[config.mk]
export PLATFORM = sky130hd
export DESIGN_NAME = key_click_classifier
export DESIGN_NICKNAME = d
export VERILOG_FILES = /design/src/rtl/key_pkg.sv /design/src/rtl/key_interval_timer.sv /design/src/rtl/key_click_classifier.sv
export SDC_FILE = /design/constraint.sdc
export NUM_CORES = 1
export LEC_CHECK = 0
export ABC_AREA = 1
export CORE_MARGIN = 5
export CORE_UTILIZATION = 50
export CTS_CLUSTER_DIAMETER = 30
export CTS_CLUSTER_SIZE = 28
export DETAILED_ROUTE_END_ITERATION = 6
export GPL_TIMING_DRIVEN = 0
export PLACE_DENSITY = 0.67
export SLEW_MARGIN = 20
export SYNTH_ARGS = -nofsm -noshare
export SYNTH_HDL_FRONTEND = slang
export SYNTH_SLANG_ARGS = --single-unit
[constraint.sdc]
create_clock -name clk_i -period 3.65 [get_ports clk_i]
set_clock_uncertainty 0.05 [all_clocks]
set_input_delay 0.73 -clock clk_i [delete_from_list [all_inputs] [get_ports clk_i]]
set_output_delay 0.73 -clock clk_i [all_outputs]
set_load 0.005 [all_outputs]
[src/rtl/key_pkg.sv]
// rtl/key_pkg.sv - shared types and timing helpers for the key click classifier
package key_pkg;

   typedef enum logic [2:0] {
      IDLE,
      PRESS1,
      WAIT2,
      PRESS2,
      LONG
   } key_state_e;

   function automatic int ms_to_cycles(input int freq_mhz, input int ms);
      return freq_mhz * 1000 * ms;
   endfunction

   // Wide enough to hold the largest terminal count with one bit of headroom.
   function automatic int timer_width(input int a, input int b, input int c);
      int m;
      m = a;
      if (b > m) m = b;
      if (c > m) m = c;
      return $clog2(m) + 1;
   endfunction

endpackage

[src/rtl/key_interval_timer.sv]
// rtl/key_interval_timer.sv - clear/enable interval counter with terminal-count expire
module key_interval_timer #(
   parameter int W = 8
) (
   input  logic         clk_i,
   input  logic         rst_i,
   input  logic         clear_i,
   input  logic         enable_i,
   input  logic [W-1:0] tc_i,
   output logic         expire_o
);

   logic [W-1:0] count_q, count_d;

   // Expiry restarts the count so periodic use never wraps.
   always_comb begin
      expire_o = enable_i && (tc_i != '0) && (count_q == tc_i - W'(1));
      count_d  = count_q;
      if (clear_i || expire_o)
         count_d = '0;
      else if (enable_i)
         count_d = count_q + W'(1);
   end

   always_ff @(posedge clk_i or posedge rst_i) begin
      if (rst_i)
         count_q <= '0;
      else
         count_q <= count_d;
   end

endmodule

[src/rtl/key_click_classifier.sv]
// rtl/key_click_classifier.sv - single/double/long-press gesture classifier for one key
module key_click_classifier #(
   parameter int CLK_FREQ_MHZ = 100,
   parameter int LONG_MS      = 1000,
   parameter int DOUBLE_MS    = 300,
   parameter int REPEAT_MS    = 200
) (
   input  logic       clk_i,
   input  logic       rst_i,
   input  logic       en_i,
   input  logic       key_down_one_time_i,
   input  logic       key_up_one_time_i,
   output logic       single_click_o,
   output logic       double_click_o,
   output logic       long_start_o,
   output logic       long_repeat_o,
   output logic       long_end_o,
   output logic [7:0] repeat_count_o
);
   import key_pkg::*;

   localparam int LONG_CYC = ms_to_cycles(CLK_FREQ_MHZ, LONG_MS);
   localparam int DBL_CYC  = ms_to_cycles(CLK_FREQ_MHZ, DOUBLE_MS);
   localparam int REP_CYC  = ms_to_cycles(CLK_FREQ_MHZ, REPEAT_MS);
   localparam int TW       = timer_width(LONG_CYC, DBL_CYC, REP_CYC);
   localparam logic [TW-1:0] LONG_TC = TW'(LONG_CYC);
   localparam logic [TW-1:0] DBL_TC  = TW'(DBL_CYC);
   localparam logic [TW-1:0] REP_TC  = TW'(REP_CYC);
   localparam logic          REP_ON  = (REP_CYC != 0);

   key_state_e    state_q;
   logic          single_q, double_q, long_start_q, long_repeat_q, long_end_q;
   logic [7:0]    rc_q;
   logic          up, down;
   logic [TW-1:0] tc;
   logic          tmr_en, restart, expire;

   // A release in the same cycle as a press takes precedence; the press is dropped.
   assign up   = key_up_one_time_i;
   assign down = key_down_one_time_i & ~key_up_one_time_i;

   always_comb begin
      tc      = '0;
      tmr_en  = 1'b0;
      restart = !en_i;
      unique case (state_q)
         IDLE:   restart = restart | down;
         PRESS1: begin tc = LONG_TC; tmr_en = en_i; restart = restart | up | expire; end
         WAIT2:  begin tc = DBL_TC;  tmr_en = en_i; restart = restart | down | expire; end
         PRESS2: restart = restart | up;
         LONG:   begin tc = REP_TC;  tmr_en = en_i & REP_ON; restart = restart | up; end
         default: restart = 1'b1;
      endcase
   end

   key_interval_timer #(.W(TW)) u_timer (
      .clk_i    (clk_i),
      .rst_i    (rst_i),
      .clear_i  (restart),
      .enable_i (tmr_en),
      .tc_i     (tc),
      .expire_o (expire)
   );

   always_ff @(posedge clk_i or posedge rst_i) begin
      if (rst_i) begin
         state_q       <= IDLE;
         single_q      <= 1'b0;
         double_q      <= 1'b0;
         long_start_q  <= 1'b0;
         long_repeat_q <= 1'b0;
         long_end_q    <= 1'b0;
         rc_q          <= 8'd0;
      end else begin
         single_q      <= 1'b0;
         double_q      <= 1'b0;
         long_start_q  <= 1'b0;
         long_repeat_q <= 1'b0;
         long_end_q    <= 1'b0;
         if (!en_i) begin
            state_q <= IDLE;
         end else begin
            unique case (state_q)
               IDLE: if (down) state_q <= PRESS1;
               PRESS1: begin
                  if (up) begin
                     state_q <= WAIT2;
                  end else if (expire) begin
                     state_q      <= LONG;
                     long_start_q <= 1'b1;
                     rc_q         <= 8'd0;
                  end
               end
               WAIT2: begin
                  if (down) begin
                     state_q <= PRESS2;
                  end else if (expire) begin
                     state_q  <= IDLE;
                     single_q <= 1'b1;
                  end
               end
               PRESS2: begin
                  if (up) begin
                     state_q  <= IDLE;
                     double_q <= 1'b1;
                  end
               end
               LONG: begin
                  if (up) begin
                     state_q    <= IDLE;
                     long_end_q <= 1'b1;
                  end else if (expire) begin
                     long_repeat_q <= 1'b1;
                     if (rc_q != 8'hFF) rc_q <= rc_q + 8'd1;
                  end
               end
               default: state_q <= IDLE;
            endcase
         end
      end
   end

   assign single_click_o = single_q;
   assign double_click_o = double_q;
   assign long_start_o   = long_start_q;
   assign long_repeat_o  = long_repeat_q;
   assign long_end_o     = long_end_q;
   assign repeat_count_o = rc_q;

endmodule

==> flow_summary.json <==
{
  "ant_nets": 0,
  "arrival_ns": 2.86,
  "path_delay_family": "buffers and inverters",
  "fp.dieW_microns": 92.2,
  "postSynthAreaPerCell_sq_um": 6.82,
  "n_antenna_cell": 0,
  "finalMaxSlewViolations": 0,
  "cp_max_fo": 10,
  "path_clk_slew_ns": 0.09,
  "gr-total-overflow": 0,
  "cts_inserted_buffers": 5,
  "dr.pass1.iters": 5,
  "period_share_pct": 73.1,
  "drive_above_1_share_pct": 10.7,
  "endpoint_kind": "register",
  "crit_required_ns": 3.84,
  "vias_per_cell": 5.47,
  "tns_ns": 0,
  "coreArea_sq_um": 6680,
  "multiInputGateArea_sq_um": 1930,
  "die_h_microns": 92.2,
  "grt_use_total_pct": 22.2,
  "leakage_nw": 1.75,
  "hold_class": "register to register",
  "post-place-ws_ns": 0.658,
  "path_class": "input pin to register",
  "cts.sinks": 44,
  "yosys_warnings": 0,
  "initial_core_util_pct": 50.6,
  "cts_max_path_buffers": 2,
  "relSlewSlack_pct": 63.4,
  "regArea_sq_um": 1100,
  "nets": 528,
  "syn_inst": 496,
  "grt_pass1_wl_mm": 15.0,
  "whs_ns": 0.526,
  "cp-start-kind": "input pin",
  "worstSkewPairLatency_ns": 0.31,
  "synth_area_sq_um": 3380,
  "gp_congestion": 0.955,
  "layout_setup_ws_ns": 0.981,
  "cts_setup_buffers": 0,
  "placed_cell_area_sq_um": 3680,
  "ys_seq_area_share_pct": 32.6,
  "syn_nets": 503,
  "status": "finished, final reports clean",
  "dieArea_sq_um": 8510,
  "antenna_found_initial": 0,
  "fillers": 640,
  "h-tree-depth": 2,
  "path_buf_inv": 6,
  "pin_count": 18,
  "grt_max_degree": 24,
  "peakVddDrop_mv": 0.213,
  "rows": 30,
  "fmax_mhz": 375,
  "slowest_delay_ns": 0.62,
  "setup_viol": 0,
  "crit_chain": "clkdlybuf4s50_1, inv_2, a21oi_1, inv_1, nor2_2, inv_2, a221oi_4, nand2_8, inv_6, nand2_8, buf_6, o21ai_2",
  "fin_crit_ns": 2.67,
  "cp_slowest_cell": "clkdlybuf4s50_1",
  "stdcell_area_sq_um": 3790,
  "finalHoldViolCount": 0,
  "drt-total-wl_mm": 8.98,
  "first_iter_violations": 242,
  "dpl.hpwl_mm": 7.05,
  "power_density_nw_per_um2": 411,
  "clock-root-buffer": "clkbuf_8",
  "io_buffers": 17,
  "yosysUniqueCellTypes": 41,
  "cts_tree": "built",
  "grt_pass1_vias": 3103,
  "ys_seq_elements": 44,
  "drc": 0,
  "p_total_mw": 1.56,
  "syn_to_final_growth_pct": 12.2,
  "max_slew.worst_pin.slew_ns": 0.545,
  "rsz0062_at_grt": "false",
  "maxCapViolCount": 0,
  "vias": 3290,
  "wl_per_cell_microns": 14.9,
  "cts_hold_buf": 0,
  "ctsResizeCount": 0
}
-- routing by layer --
metal | global-route usage [%] | wire length (microns) | up-vias
met5 | 0 | 0 | -
met4 | 8.29 | 289 | 0
met3 | 3.86 | 526 | 24
met2 | 36.3 | 4250 | 125
met1 | 29.3 | 3920 | 1502
li1 | - | - | 1639
-- cells in the mapped netlist --
master,instances,share of area [%]
nand4_1,20,3.7
nor2_4,3,1.0
a21oi_1,9,1.3
xnor2_1,3,0.78
inv_6,1,0.26
ha_1,2,0.74
o31ai_1,2,0.44
buf_4,1,0.22
o21ai_0,11,1.6
nor3_1,21,3.1
nand3_2,1,0.30
inv_1,62,6.9
a21boi_0,1,0.22
nand2_1,123,14
nor3b_1,1,0.22
nor2_1,79,8.8
a211oi_1,2,0.44
o21ai_1,1,0.15
o21ai_2,11,2.8
dfrtp_1,44,33
nand3_4,3,1.6
and3_1,1,0.19
buf_2,3,0.44
a221oi_4,1,0.78
clkinv_1,1,0.11
buf_1,1,0.11
nand3_1,40,5.9
inv_2,7,0.78
a22o_1,1,0.26
buf_6,4,1.3
nand3b_1,1,0.22
nand2_4,1,0.33
nor4_1,1,0.19
nor3_2,1,0.30
nand2_8,2,1.2
clkbuf_1,1,0.11
nor2_2,3,0.55
o211ai_1,1,0.22
nand2_2,3,0.55
inv_4,1,0.19
xor2_1,21,5.4
-- state kept, by name, indices dropped and copies added, names as in the netlist --
register,flops
single_click_o,1
state_q,3
long_start_o,1
long_end_o,1
repeat_count_o,8
long_repeat_o,1
u_timer.count_q,28
double_click_o,1
-- stage by stage --
step                utilization (%)  instances
floorplan                         -        496
global placement               54.7        593
detailed placement             55.1        594
CTS                            56.8        602
global route                   56.8        602
finish                         56.8        602
-- placed cells by master, fill, tap and decap left out, types with 8 or more instances in the layout --
cell type and n:
a21oi_1 9, o21ai_0 11, clkdlybuf4s50_1 17, nor2_1 79, xor2_1 21, nand4_1 20, o21ai_2 11, inv_2 8
inv_1 61, nor3_1 21, dfrtp_1 44, nand3_1 40, nand2_1 123
-- kinds of logic after synthesis --
| kind of cell | after synthesis | synth area share, % |
|---|---|---|
| AO/OA/AOI/OAI | 40 | 8.32 |
| adder cells (fa/ha/maj) | 2 | 0.740 |
| XOR/XNOR | 24 | 6.22 |
| buffers and inverters | 82 | 10.4 |
| AND/OR/NAND/NOR | 304 | 41.7 |
| flip-flops | 44 | 32.6 |
-- where the power goes --
group / internal [mW] / switching, mW
Combinational: 0.192 / 0.444
Clock: 0.206 / 0.189
Sequential: 0.502 / 0.0265
-- worst register-to-register path, stage by stage (launching register included) --
cell and delay (ns):
dfrtp_1 0.43, ha_1 0.25, nand3_1 0.16, nor2_1 0.36, inv_1 0.13, nor2_4 0.19
nand3_2 0.11, nor2_4 0.14, inv_2 0.10, nand2_8 0.10, inv_6 0.07, nand2_8 0.09
buf_6 0.18, o21ai_2 0.06
-- worst paths after layout --
check,from,endpoint,slack (ns),cells after the start
worst max-delay path,en_i,u_timer.count_q[24],0.98,12
worst min-delay path,repeat_count_o[7],repeat_count_o[7],0.53,2
worst max register to register,u_timer.count_q[0],u_timer.count_q[17],1.13,13
worst min register to register,repeat_count_o[7],repeat_count_o[7],0.53,2
max in group asynchronous,rst_i,u_timer.count_q[22],2.35,3
min in group asynchronous,rst_i,u_timer.count_q[9],0.72,2
-- final cells by class --
type	instances	area share, %
multi-input combinational	370	50.8
sequential	44	29.0
inverter	72	7.32
timing repair buffer	18	5.21
tap	80	2.64
buffer	10	1.98
clock buffer	5	1.81
clock inverter	3	1.22
(Power assumes the default switching activity.)
